### config.mk
export PLATFORM = sky130hd
export DESIGN_NAME = alusrcb_pipe_sel
export DESIGN_NICKNAME = d
export VERILOG_FILES = /design/src/rtl/alusrcb_pipe_sel.sv
export SDC_FILE = /design/constraint.sdc
export NUM_CORES = 1
export LEC_CHECK = 0
export CORE_ASPECT_RATIO = 0.7
export CORE_MARGIN = 2
export CORE_UTILIZATION = 40
export DETAILED_ROUTE_END_ITERATION = 10
export GPL_TIMING_DRIVEN = 1
export PLACE_DENSITY = 0.75
export RECOVER_POWER = 25
export SLEW_MARGIN = 15
export SYNTH_ARGS = -nofsm -noshare
export SYNTH_HDL_FRONTEND = slang
export SYNTH_SLANG_ARGS = --single-unit
### constraint.sdc
create_clock -name clk -period 3.76 [get_ports clk]
set_clock_uncertainty 0.1 [all_clocks]
set_input_delay 0.564 -clock clk [delete_from_list [all_inputs] [get_ports clk]]
set_output_delay 0.564 -clock clk [all_outputs]
set_load 0.02 [all_outputs]
### src/rtl/alusrcb_pipe_sel.sv
// Pipelined ALU source-B selector: picks a packed source or CONST_VAL, optional <<2, 2-entry skid output.
// Optional build macro ALUSRCB_SEL_CHECK_EN: out-of-range sel yields 0 and raises sticky sel_err.
module alusrcb_pipe_sel #(
    parameter int          DATA_W    = 32,
    parameter int          NUM_SRC   = 4,
    parameter int          SEL_W     = 2,
    parameter int unsigned CONST_VAL = 4
) (
    input  logic                            clk,
    input  logic                            reset_n,
    input  logic [DATA_W*(NUM_SRC-1)-1:0]   src_bus,
    input  logic [SEL_W-1:0]                sel,
    input  logic                            shl2,
    input  logic                            in_valid,
    output logic                            in_ready,
    output logic [DATA_W-1:0]               out_data,
    output logic                            out_valid,
    input  logic                            out_ready,
    output logic                            sel_err
);

    localparam logic [DATA_W-1:0] CONST_W = DATA_W'(CONST_VAL);

    typedef enum logic [1:0] {
        ST_EMPTY = 2'd0,
        ST_ONE   = 2'd1,
        ST_FULL  = 2'd2
    } state_t;

    state_t              state_reg, state_next;
    logic [DATA_W-1:0]   main_reg, skid_reg;
    logic [DATA_W-1:0]   slice [NUM_SRC-1];
    logic [DATA_W-1:0]   sel_value, operand;
    logic                in_fire, out_fire;
    logic                main_load, main_from_skid, skid_load;

    genvar gi;
    generate
        for (gi = 0; gi < NUM_SRC - 1; gi++) begin : g_slice
            assign slice[gi] = src_bus[gi*DATA_W +: DATA_W];
        end
    endgenerate

`ifdef ALUSRCB_SEL_CHECK_EN
    logic sel_oor;
    logic sel_err_reg;
`endif

    always_comb begin
        sel_value = CONST_W;
        for (int k = 0; k < NUM_SRC - 1; k++) begin
            if (sel == SEL_W'(k)) begin
                sel_value = slice[k];
            end
        end
`ifdef ALUSRCB_SEL_CHECK_EN
        sel_oor = (int'(sel) > NUM_SRC - 1);
        if (sel_oor) begin
            sel_value = '0;
        end
`endif
        operand = shl2 ? (sel_value << 2) : sel_value;
    end

    assign in_fire  = in_valid & in_ready;
    assign out_fire = out_valid & out_ready;

    // State register: occupancy of the main/skid pair
    always_ff @(posedge clk or negedge reset_n) begin
        if (!reset_n) begin
            state_reg <= ST_EMPTY;
        end else begin
            state_reg <= state_next;
        end
    end

    always_comb begin
        state_next = state_reg;
        unique case (state_reg)
            ST_EMPTY: if (in_fire) state_next = ST_ONE;
            ST_ONE: begin
                if (in_fire && !out_fire)      state_next = ST_FULL;
                else if (!in_fire && out_fire) state_next = ST_EMPTY;
            end
            ST_FULL:  if (out_fire) state_next = ST_ONE;
            default:  state_next = ST_EMPTY;
        endcase
    end

    // Handshake flags decode from the registered state only, never from out_ready
    always_comb begin
        in_ready       = 1'b1;
        out_valid      = 1'b0;
        main_load      = 1'b0;
        main_from_skid = 1'b0;
        skid_load      = 1'b0;
        unique case (state_reg)
            ST_EMPTY: main_load = in_fire;
            ST_ONE: begin
                out_valid = 1'b1;
                main_load = in_fire & out_fire;
                skid_load = in_fire & ~out_fire;
            end
            ST_FULL: begin
                in_ready       = 1'b0;
                out_valid      = 1'b1;
                main_from_skid = out_fire;
            end
            default: in_ready = 1'b1;
        endcase
    end

    always_ff @(posedge clk or negedge reset_n) begin
        if (!reset_n) begin
            main_reg <= '0;
            skid_reg <= '0;
        end else begin
            if (main_load) begin
                main_reg <= operand;
            end else if (main_from_skid) begin
                main_reg <= skid_reg;
            end
            if (skid_load) begin
                skid_reg <= operand;
            end
        end
    end

    assign out_data = main_reg;

`ifdef ALUSRCB_SEL_CHECK_EN
    always_ff @(posedge clk or negedge reset_n) begin
        if (!reset_n) begin
            sel_err_reg <= 1'b0;
        end else if (in_fire && sel_oor) begin
            sel_err_reg <= 1'b1;
        end
    end
    assign sel_err = sel_err_reg;
`else
    assign sel_err = 1'b0;
`endif

endmodule

Yosys cells after proc, flatten, opt, wreduce, memory -nomap -nowiden
Index checks and enable logic that the tools add are counted.
W data, S select, Z words.
{ "classes": {"n_mux": 16, "bitwise_logic": 5, "n_eq_ne": 7, "n_reduce_logical": 9} }
{ "ops": {"columns": ["cell", "count"], "rows": [
  ["$mux W32", 6],
  ["$mux W2", 4],
  ["$pmux W2 S3", 1],
  ["$and A1 B1 Y1", 4],
  ["$eq A2 B1 Y1 const B", 2],
  ["$eq A2 B2 Y1 const B", 2],
  ["$logic_not A2 Y1", 2],
  ["$mux W1", 4],
  ["$ne A2 B2 Y1 const B", 2],
  ["$ne A3 B3 Y1 const B", 1],
  ["$reduce_and A3 Y1", 1],
  ["$logic_and A1 B1 Y1", 2],
  ["$logic_not A1 Y1", 2],
  ["$pmux W1 S2", 1],
  ["$reduce_bool A2 Y1", 1],
  ["$reduce_or A2 Y1", 1],
  ["$not A1 Y1", 1]
]} }
{ "totals": {"elab_cells": 40, "reg_bits": 66, "in_bits": 103, "out_inout_bits": 35} }

Longest topological paths before layout
Gate-level depths: netlist of the first run.
{ "depth": {"depth_word": 8, "mapped_depth": 10, "ltp_nobuf": 8} }

Least setup slack after synthesis of the first run
No wires, ideal clock.
{ "synth_timing": {"path_kind": "register to register", "startpoint": "reg state_reg[0]", "endpoint": "reg state_reg[0]", "synth_period_minus_slack_ns": 2.110, "setup_ns": 0.079, "path_stages_with_launch": 7, "required_ns": 3.581, "path_slack_ns": 1.650, "t_arrival_ns": 1.930, "path_buffers": 0, "cell_sequence": "dfrtp_1 > inv_1 > ha_1 > nand2_1 > ha_1 > a222oi_1 > mux2i_1"} }
{ "synth_between": {"elab_chain_len": 8, "elab_cells_between_ends": 18, "cone_classes": "5 x eq/ne; 4 x mux; 2 x bitwise; 7 x reduce/logical"} }
{ "synth_rtl": {"columns": ["item", "line", "text"], "rows": [
  ["start: declaration", "30", "state_t state_reg, state_next;"],
  ["start signal: assignment", "73", "state_reg <= state_next;"],
  ["$eq A2 B1 Y1 or $eq A2 B2 Y1 (tied branches)", "97", "unique case (state_reg)"],
  ["$reduce_or A2 Y1 (no line) (*)", null, null],
  ["$mux W1 (*)", "97", null],
  ["named net out_valid", "17", "output logic out_valid,"],
  ["$and A1 B1 Y1 (*)", "66", "assign out_fire = out_valid & out_ready;"],
  ["$logic_not A1 Y1", "82", "if (in_fire && !out_fire) state_next = ST_FULL;"],
  ["$logic_and A1 B1 Y1", "82", null],
  ["$ne A3 B3 Y1 (no line) or $mux W2 (tied branches)", null, null],
  ["$reduce_and A3 Y1 (no line) or $pmux W2 S3 (tied branches)", null, null]
]} }
Mark *: on every way through the listed nets, which the timed path passes. The rest lies on a longest branch.
A chain may end at the register's enable or synchronous reset.

==> run_results.csv, run 1 <==
group,metric,value,unit
logic_synthesis,synth.mux.area_fraction,25.1,%
timing,worst-slew-pin-transition,1.80,ns
cts,worst_skew_pair.late_latency,0.32,ns
pwr,power.ir.vdd_worst,0.000311,V
timing,finalMaxSlewViolations,35,
cts,cts-buffers-inserted,9,
global_routing,grt_max_degree,48,
routing,num_vias,3376,
pwr,switching_share,36.0,%
routing,routedWlPerCell,16.7,um
pwr,power.share.sequential,30.5,%
placed_design,globalplace.congestion,0.755,
finish,nFillCells,881,
finish,finish.cell_count_without_fillers,651,
timing,pnr_worst_setup_slack,1.16,ns
timing,setup_tns,0,ns
run_status,violations_in_the_final_reports,"capacitance limit, slew limit",
logic_synthesis,post_synthesis_adder_cell_area_fraction,1.78,%
cts,cts.reportedPaths.clkPinSlew,0.05,ns
cts,ctsRootBufferMaster,"sky130_fd_sc_hd__clkbuf_16",
floorplan,start_util,41.0,%
finish,layout_commonest_cell,"sky130_fd_sc_hd__clkdlybuf4s50_1",
routing,detail_route.drc_violations,0,
logic_synthesis,synth-edff-count,0,
routing,vias_per_cell,5.19,
placed_design,port_buffers,136,
routing,maxUsedRoutingLayer,"met4",
floorplan,die_h,90.0,um
finish,number_of_diodes,0,
timing,finalCritPeriodShare,69.1,%
run_status,outcome,"finished with violations",
critical_path,timing.critical_path.cells,"clkbuf_1 -> clkbuf_1 -> buf_4",
floorplan,total_die_area,0.0114,mm2
job,max_cap_violations,1,
placed_design,post-dp-hpwl,7720,um
critical_path,critical_path_arrival,2.99,ns
critical_path,worstPathRequired,4.15,ns
routing,drt_iter0_markers,250,
cts,post_cts.repair.setup_buffers,0,
timing,grt_setup_unrepaired,"no",
floorplan,site_row_count,31,
finish,design.final.nets,623,
critical_path,startpoint_of_the_lowest_slack_register_to_register_path,"state_reg[0]",
critical_path,timing.critical_path.slowest_stage_cell,"sky130_fd_sc_hd__clkbuf_1",
hold_path,worstHoldPathType,"primary input to asynchronous set/reset pin",
logic_synthesis,yosys_warnings,0,
critical_path,r2r-end,"out_data[25]",
placed_design,dp_worst_setup_slack,1.05,ns
cts,post_cts_hold_buffer_count,0,
floorplan,core_box_area,0.0103,mm2
timing,fin_crit_period,2.60,ns
global_routing,groute.usage.overall,19.1,%
timing,finalHoldViolCount,0,
critical_path,r2r_slack,1.34,ns
pwr,internal_dissipation,0.00260,W
routing,ant_nets,0,
cts,cts_max_path_buffers,2,
logic_synthesis,yosys_most_used_dff,"sky130_fd_sc_hd__dfrtp_1",
critical_path,r2r_cells,9,
logic_synthesis,mappedNetlistArea,0.00423,mm2
logic_synthesis,share_of_synthesized_area_occupied_by_flip_flops_and_latches,39.1,%
timing,whs,0.188,ns
critical_path,critical_path_class,"primary input to asynchronous set/reset pin",
finish,areaGrowthSynthToFinish,38.0,%
logic_synthesis,yosys.area_share.simple,10.0,%
cts,cts_tree,"done",
finish,drive_above_1_share,18.1,%
routing,met3_wirelength_from_detailed_routing,848,um
logic_synthesis,post_synth_xor_area_fraction,0,%
critical_path,timing.critical_path.fanout_max,34,
floorplan,die_x,127,um
critical_path,timing.critical_path.mode_cell,"sky130_fd_sc_hd__clkbuf_1",
timing,achievable_freq,385,MHz
logic_synthesis,seq_cells_post_synth,66,
routing,wl,10900,um
global_routing,overflow_after_grt,0,
critical_path,startpoint_type,"primary input",
routing,detailroute.wirelength.met2,5010,um
pwr,combinational_power_share,47.5,%
logic_synthesis,synth_cell_type_count,40,
routing,drt_pre_antenna_iters,4,
pwr,power.static_leakage,2.63,nW
pwr,power.density,697,mW/mm2
pwr,power.share.clock,22.0,%
logic_synthesis,synth_compound_area_share,16.6,%
floorplan,floorplan.io_pins,138,
timing,timing.final.setup_violations,0,
logic_synthesis,syn-num-nets,501,
logic_synthesis,synthesis.instances,392,
routing,detail_route.wirelength.met1,4970,um
critical_path,element_type_at_the_critical_path_end,"asynchronous set/reset pin",
cts,cts-htree-levels,3,
logic_synthesis,dominant_combinational_cell_family_by_area_after_synthesis,"multiplexers",
pwr,switching_power,0.00146,W
cts,ctsResizeCount,0,
timing,relSlewSlack,-20.2,%
finish,mostFrequentLayoutCells,"sky130_fd_sc_hd__clkdlybuf4s50_1 (133), sky130_fd_sc_hd__dfrtp_1 (66), sky130_fd_sc_hd__mux2i_1 (58)",
global_routing,grt_first_pass_wirelength,17500,um
cts,clock-sinks,66,
logic_synthesis,syn-mean-instance-area,10.8,um2
placed_design,dp.cells,634,
global_routing,number_of_global_route_vias_before_repair,3442,
global_routing,grt_antenna_before_repair,0,
critical_path,max_stage_delay,1.36,ns
logic_synthesis,synth_async_sr_flop_share,100,%
[critical path, delay by kind of cell]
kind                   cells  cell delay [ns]
buffers and inverters      3             2.41
[power by group through the flow]
stage	registers, W	logic, W	clock network (W)
after floorplan	0.00142	0.00106	0
after global routing	0.00128	0.00209	0.000944
after CTS	0.00124	0.00194	0.000913
final	0.00124	0.00193	0.000894
after global placement	0.00124	0.00187	0
after detailed placement	0.00125	0.00193	0
[per-stage QoR]
step / util, % / instance area [um2] / power (W)
6_report: 56.5 / 5830 / 0.00406
5_1_grt: 56.5 / 5830 / 0.00431
4_1_cts: 56.5 / 5830 / 0.00410
3_5_place_dp: 53.4 / 5510 / 0.00318
3_3_place_gp: 53.4 / 5510 / 0.00311
2_1_floorplan: - / 4230 / 0.00248
[cell usage after synthesis (5+ instances only)]
master,n,share of area [%]
sky130_fd_sc_hd__a21o_1,5,0.89
sky130_fd_sc_hd__buf_4,6,1.1
sky130_fd_sc_hd__dfrtp_1,66,39
sky130_fd_sc_hd__mux2i_1,58,14
sky130_fd_sc_hd__buf_6,10,2.7
sky130_fd_sc_hd__o2bb2ai_1,26,5.4
sky130_fd_sc_hd__nor2_1,9,0.80
sky130_fd_sc_hd__mux2_4,29,10
sky130_fd_sc_hd__nor2_2,27,4.0
sky130_fd_sc_hd__clkbuf_1,8,0.71
sky130_fd_sc_hd__nand2_1,37,3.3
sky130_fd_sc_hd__a21oi_1,32,3.8
sky130_fd_sc_hd__o21ai_1,31,3.7
sky130_fd_sc_hd__ha_1,6,1.8
sky130_fd_sc_hd__inv_1,7,0.62
[layout make-up]
cell class | instances | area (um2) | area share (%)
multi-input combinational | 286 | 2270 | 38.9
sequential | 66 | 1650 | 28.3
timing repair buffer | 143 | 1390 | 23.9
clock buffer | 11 | 243 | 4.16
tap | 132 | 165 | 2.83
clock inverter | 5 | 77.6 | 1.33
inverter | 8 | 30.0 | 0.515
[worst max path at each step]
stage	from	endpoint	slack, ns
3_3_place_gp	out_ready	out_data[23]	1.11
3_5_place_dp	sel[0]	out_data[27]	1.05
5_1_grt	reset_n	out_data[0]	0.68
2_1_floorplan	state_reg[0]	state_reg[0]	1.65
6_report	reset_n	out_data[0]	1.16
4_1_cts	state_reg[0]	out_valid	1.28
[cells by family (layout without fill, tap and decap cells)]
logic type                 after synthesis  count (layout)
AOI/OAI and AO/OA                      106             106
muxes                                   91              91
and+or+nand+nor                         82              82
DFF                                     66              66
buffers and inverters                   40             167
adders and majority gates                6               6
other                                    1               1
[per-layer routing]
metal	global-route usage, %	vias to the layer above
met5	0	-
met4	3.57	0
met3	6.55	2
met2	30.1	123
met1	25.9	1607
li1	-	1644
(Power assumes the default switching activity.)
==> run 2, diff against run 1 <==
==> constraint.sdc (replaced) <==
create_clock -name clk -period 2.6 [get_ports clk]
set_clock_uncertainty 0.1 [all_clocks]
set_input_delay 0.39 -clock clk [delete_from_list [all_inputs] [get_ports clk]]
set_output_delay 0.39 -clock clk [all_outputs]
set_load 0.02 [all_outputs]
==> run 2 against run 1 <==
The flow now finishes without violations. Flip-flop and latch count did not move. Sequential share of layout area fell by 0.29 points. Cell count rose by 0.92%. Power rose by 42%. Routed wire length rose by 0.29%. Hold slack improved by 0.20 ns. Core utilization rose by 0.59 points. Clock power rose by 32%. Register-to-register slack got worse by 0.89 ns. Sequential power rose by 45%. Combinational power rose by 45%. Critical path type is now register to primary output. Critical endpoint is now out_valid. Largest cell class unchanged. Highest routed layer unchanged.
==> run_results.csv, run 2 (same netlist as run 1, synthesis figures left out) <==
group,metric,value,unit
timing,finalHoldViolCount,0,
placed_design,placedInstanceArea,0.00561,mm2
pwr,switching_share,36.0,%
timing,setup_tns,0,ns
cts,cts-buffers-inserted,9,
run_status,outcome,"finished clean",
critical_path,endpoint,"out_valid",
pwr,combinational_power_share,48.4,%
global_routing,grt_first_pass_wirelength,18000,um
cts,clock-sinks,66,
critical_path,r2r_slack,0.45,ns
timing,relSlewSlack,39.6,%
global_routing,grt_max_degree,64,
critical_path,worstPathRequired,2.11,ns
finish,number_of_diodes,0,
floorplan,floorplan.io_pins,138,
floorplan,site_row_count,31,
pwr,power.density,981,mW/mm2
cts,cts-htree-levels,3,
routing,routedWlPerCell,16.6,um
routing,wl,10900,um
finish,finish.utilization,57.1,%
pwr,power.share.sequential,31.2,%
pwr,power.share.clock,20.5,%
placed_design,port_buffers,136,
routing,num_vias,3431,
finish,areaGrowthSynthToFinish,39.4,%
pwr,power.ir.vdd_worst,0.000489,V
floorplan,die_x,127,um
critical_path,r2r_cells,9,
timing,grt_setup_unrepaired,"no",
global_routing,overflow_after_grt,0,
floorplan,start_util,41.0,%
cts,cts.reportedPaths.clkPinSlew,0.05,ns
critical_path,element_type_at_the_critical_path_end,"primary output",
cts,cts_max_path_buffers,2,
cts,worst_skew_pair.late_latency,0.32,ns
critical_path,timing.critical_path.cells,"inv_1 -> ha_1 -> clkdlybuf4s50_1",
critical_path,startpoint_of_the_lowest_slack_register_to_register_path,"state_reg[0]",
routing,detail_route.drc_violations,0,
placed_design,post-dp-hpwl,8310,um
finish,nFillCells,892,
cts,post_cts.repair.setup_buffers,0,
timing,finalMaxSlewViolations,0,
finish,layout_commonest_cell,"sky130_fd_sc_hd__clkdlybuf4s50_1",
finish,post-route-cell-area,0.00589,mm2
timing,whs,0.388,ns
timing,finalCritPeriodShare,88.4,%
job,max_cap_violations,0,
pwr,switching_power,0.00208,W
global_routing,number_of_global_route_vias_before_repair,3591,
placed_design,globalplace.congestion,0.784,
finish,design.final.nets,631,
routing,vias_per_cell,5.22,
timing,timing.final.setup_violations,0,
cts,ctsRootBufferMaster,"sky130_fd_sc_hd__clkbuf_16",
cts,cts_tree,"done",
critical_path,critical_path_class,"register to primary output",
routing,ant_nets,0,
critical_path,timing.critical_path.fanout_max,4,
pwr,power.static_leakage,2.67,nW
global_routing,groute.usage.overall,19.6,%
finish,mostFrequentLayoutCells,"sky130_fd_sc_hd__clkdlybuf4s50_1 (133), sky130_fd_sc_hd__dfrtp_1 (66), sky130_fd_sc_hd__mux2i_1 (58)",
finish,drive_above_1_share,19.2,%
pwr,total_power,0.00578,W
critical_path,max_stage_delay,0.64,ns
floorplan,core_box_area,0.0103,mm2
critical_path,startpoint_type,"register",
timing,achievable_freq,435,MHz
critical_path,critical_path_arrival,1.81,ns
floorplan,die_h,90.0,um
timing,worst-slew-pin-transition,0.906,ns
floorplan,total_die_area,0.0114,mm2
timing,fin_crit_period,2.30,ns
pwr,internal_dissipation,0.00370,W
routing,drt_pre_antenna_iters,4,
routing,drt_iter0_markers,186,
critical_path,timing.critical_path.slowest_stage_cell,"sky130_fd_sc_hd__clkdlybuf4s50_1",
global_routing,grt_antenna_before_repair,0,
hold_path,worstHoldPathType,"register to register",
critical_path,timing.critical_path.from,"state_reg[0]",
critical_path,r2r-end,"out_data[16]",
run 2: cell types whose count changed in the layout (fill, tap and decap cells not counted):
| cell | before | now |
|---|---|---|
| sky130_fd_sc_hd__buf_4 | 6 | 11 |
| sky130_fd_sc_hd__buf_12 | 0 | 2 |
| sky130_fd_sc_hd__clkbuf_1 | 3 | 1 |
| sky130_fd_sc_hd__bufinv_16 | 2 | 1 |
| sky130_fd_sc_hd__clkbuf_2 | 0 | 1 |
| sky130_fd_sc_hd__clkbuf_8 | 1 | 2 |
| sky130_fd_sc_hd__clkinvlp_4 | 1 | 0 |
| sky130_fd_sc_hd__dlygate4sd3_1 | 0 | 1 |
run 2: how the worst min path moves through the flow:
| stage | start | endpoint | slack (ns) | cells after the start |
|---|---|---|---|---|
| floorplan | reset_n | out_data[0] | -0.006 | 0 |
| global placement | reset_n | out_data[30] | 0.15 | 1 |
| detailed placement | reset_n | out_data[30] | 0.16 | 1 |
| CTS | reset_n | out_data[30] | 0.36 | 2 |
| global route | skid_reg[24] | skid_reg[24] | 0.41 | 2 |
| finish | skid_reg[15] | skid_reg[15] | 0.39 | 2 |
run 2: area by class of cell:
type | count | area, um2 | share of cell area [%]
Inverter | 8 | 30.0 | 0.510
Clock buffer | 11 | 253 | 4.29
Timing Repair Buffer | 151 | 1480 | 25.2
Tap cell | 132 | 165 | 2.80
Clock inverter | 3 | 40.0 | 0.680
Sequential cell | 66 | 1650 | 28.0
Multi-Input combinational cell | 286 | 2270 | 38.5
run 2: worst max-delay path: cells and delay by family (launching register included):
kind / cells / cell delay [ns]
adders and majority gates: 1 / 0.39
buffers and inverters: 2 / 0.73
DFF: 1 / 0.37
run 2: what timing repair did:
action,4_1_cts,5_1_grt
resized for setup,0,0
hold buffers,1,0
hold endpoints to repair,6,0
run 2: metrics by stage:
stage	worst slack, ns	cells
global placement	0.416	642
finish	0.302	657
detailed placement	0.372	642
CTS	0.296	657
global route	0.240	657
floorplan	0.490	392
run 2: power groups by stage:
stage                     Combinational [W]  Sequential, W  Clock, W
final                               0.00280        0.00180   0.00118
after global routing                0.00305        0.00186   0.00126
after CTS                           0.00282        0.00180   0.00121
after detailed placement            0.00280        0.00181         0
after global placement              0.00272        0.00178         0
after floorplan                     0.00153        0.00205         0
run 2: metal layers:
metal / wire (um) / vias to the layer above / GRT usage [%] / part of all wire [%]
met1: 4890 / 1620 / 25.4 / 45
met4: 160 / 0 / 5.31 / 1.5
met3: 792 / 20 / 5.83 / 7.3
met5: 0 / - / 0 / 0
met2: 5040 / 127 / 32.1 / 46
li1: - / 1664 / - / -
==> run 3, diff against run 2 <==
--- a/config.mk
+++ b/config.mk
@@ -8,6 +8,7 @@
 export CORE_ASPECT_RATIO = 0.7
 export CORE_MARGIN = 2
 export CORE_UTILIZATION = 40
+export CTS_CLUSTER_SIZE = 24
 export DETAILED_ROUTE_END_ITERATION = 10
 export GPL_TIMING_DRIVEN = 1
 export PLACE_DENSITY = 0.75
==> constraint.sdc (replaced) <==
create_clock -name clk -period 2.3 [get_ports clk]
set_clock_uncertainty 0.1 [all_clocks]
set_input_delay 0.345 -clock clk [delete_from_list [all_inputs] [get_ports clk]]
set_output_delay 0.345 -clock clk [all_outputs]
set_load 0.02 [all_outputs]
==> run 3 against run 2 <==
Power grew 17%. Register-to-register slack lost 0.31 ns. Flip-flop and latch count is the same. Global-route usage is essentially flat. Critical path type is now register to register.
==> run_results.csv, run 3 (same netlist as run 1, synthesis figures left out) <==
group,metric,value,unit
pwr,power.static_leakage,2.72,nW
global_routing,number_of_global_route_vias_before_repair,3612,
critical_path,endpoint,"out_data[19]",
timing,timing.final.setup_violations,0,
critical_path,r2r_slack,0.14,ns
placed_design,globalplace.congestion,0.804,
critical_path,timing.critical_path.fanout_max,35,
routing,ant_nets,0,
routing,detail_route.wirelength.met1,4740,um
floorplan,site_row_count,31,
pwr,internal_dissipation,0.00435,W
cts,clock-sinks,66,
routing,met3_wirelength_from_detailed_routing,914,um
routing,vias_per_cell,5.23,
floorplan,die_h,90.0,um
job,max_cap_violations,0,
finish,number_of_diodes,0,
pwr,power.share.clock,21.6,%
timing,whs,0.373,ns
finish,design.final.nets,633,
floorplan,core_box_area,0.0103,mm2
hold_path,worstHoldPathType,"primary input to register",
timing,relSlewSlack,22.3,%
pwr,switching_power,0.00241,W
routing,drt_iter0_markers,164,
finish,finish.utilization,58.3,%
global_routing,grt_max_degree,36,
timing,pnr_worst_setup_slack,0.139,ns
timing,grt_setup_unrepaired,"no",
critical_path,critical_path_arrival,2.26,ns
cts,cts-buffers-inserted,9,
routing,detailroute.wirelength.met2,5190,um
pwr,power.share.sequential,30.0,%
floorplan,total_die_area,0.0114,mm2
pwr,power.ir.vdd_worst,0.000444,V
global_routing,grt_first_pass_wirelength,17800,um
timing,worst-slew-pin-transition,1.17,ns
pwr,combinational_power_share,48.5,%
run_status,outcome,"finished clean",
routing,num_vias,3459,
cts,cts.reportedPaths.clkPinSlew,0.05,ns
pwr,switching_share,35.6,%
cts,cts_max_path_buffers,2,
cts,worst_skew_pair.late_latency,0.32,ns
placed_design,dp_worst_setup_slack,0.0684,ns
critical_path,element_type_at_the_critical_path_end,"register",
cts,ctsRootBufferMaster,"sky130_fd_sc_hd__clkbuf_16",
routing,wl,11000,um
cts,cts_tree,"done",
finish,drive_above_1_share,19.8,%
global_routing,grt_antenna_before_repair,0,
finish,areaGrowthSynthToFinish,42.3,%
timing,fin_crit_period,2.16,ns
placed_design,port_buffers,136,
floorplan,die_x,127,um
finish,mostFrequentLayoutCells,"sky130_fd_sc_hd__clkdlybuf4s50_1 (132), sky130_fd_sc_hd__dfrtp_1 (66), sky130_fd_sc_hd__mux2i_1 (58)",
timing,finalHoldViolCount,0,
cts,cts-htree-levels,3,
critical_path,startpoint_of_the_lowest_slack_register_to_register_path,"state_reg[0]",
critical_path,worstPathRequired,2.40,ns
critical_path,startpoint_type,"register",
critical_path,r2r-end,"out_data[19]",
timing,achievable_freq,463,MHz
critical_path,r2r_cells,9,
timing,setup_tns,0,ns
global_routing,groute.usage.overall,19.6,%
critical_path,critical_path_class,"register to register",
finish,layout_commonest_cell,"sky130_fd_sc_hd__clkdlybuf4s50_1",
global_routing,overflow_after_grt,0,
finish,nFillCells,895,
routing,detail_route.drc_violations,0,
pwr,total_power,0.00676,W
routing,routedWlPerCell,16.6,um
routing,maxUsedRoutingLayer,"met4",
timing,finalMaxSlewViolations,0,
placed_design,post-dp-hpwl,8180,um
timing,finalCritPeriodShare,93.9,%
routing,drt_pre_antenna_iters,5,
floorplan,start_util,41.0,%
floorplan,floorplan.io_pins,138,
critical_path,timing.critical_path.from,"state_reg[0]",
pwr,power.density,1120,mW/mm2
## run 3: critical path, cell delays in order, from the launching register on
cell	delay, ns
sky130_fd_sc_hd__dfrtp_1	0.39
sky130_fd_sc_hd__inv_1	0.10
sky130_fd_sc_hd__ha_1	0.38
sky130_fd_sc_hd__nand2_1	0.11
sky130_fd_sc_hd__inv_1	0.05
sky130_fd_sc_hd__ha_1	0.19
sky130_fd_sc_hd__a22o_2	0.32
sky130_fd_sc_hd__buf_12	0.19
sky130_fd_sc_hd__nor2_2	0.13
sky130_fd_sc_hd__a21oi_1	0.05
## run 3: worst min path at each step
stage | endpoint | cells after the start | slack, ns | from
after floorplan | out_data[0] | 0 | -0.05 | reset_n
after global placement | state_reg[1] | 1 | 0.22 | reset_n
after detailed placement | state_reg[1] | 1 | 0.24 | reset_n
after CTS | skid_reg[1] | 4 | 0.36 | shl2
after global routing | skid_reg[1] | 4 | 0.41 | shl2
final | skid_reg[1] | 4 | 0.37 | shl2
## run 3: repair_timing
action / in CTS / in global routing
hold buffers: 1 / 0
buffers inserted: 0 / 1
endpoints found under the hold margin: 20 / 0
gates resized for setup: 0 / 2
endpoints found under the setup margin: 0 / 4
## run 3: power by group through the flow
stage               Sequential [W]  Combinational (W)  Clock (W)
floorplan                  0.00232            0.00173          0
global placement           0.00201            0.00315          0
detailed placement         0.00205            0.00326          0
CTS                        0.00203            0.00329    0.00148
global route               0.00210            0.00356    0.00154
finish                     0.00203            0.00328    0.00146
## run 3: area by class of cell
cell class                      instances  area [um2]  share of cell area, %
Sequential cell                        66        1650                   27.5
Multi-Input combinational cell        286        2270                   37.8
Timing Repair Buffer                  153        1580                   26.2
Clock inverter                          5        77.6                   1.29
Inverter                                8        30.0                  0.499
Tap cell                              132         165                   2.75
Clock buffer                           11         243                   4.04
## run 3: stage by stage
step	area [um2]	std cells
4_1_cts	6010	660
3_3_place_gp	5680	643
3_5_place_dp	5680	643
2_1_floorplan	4230	392
5_1_grt	6010	661
6_report	6010	661
## run 3: metal layers
metal | track usage, % | up-vias
li1 | - | 1676
met1 | 25.0 | 1636
met2 | 32.1 | 134
met3 | 6.55 | 13
met4 | 4.95 | 0
met5 | 0 | -
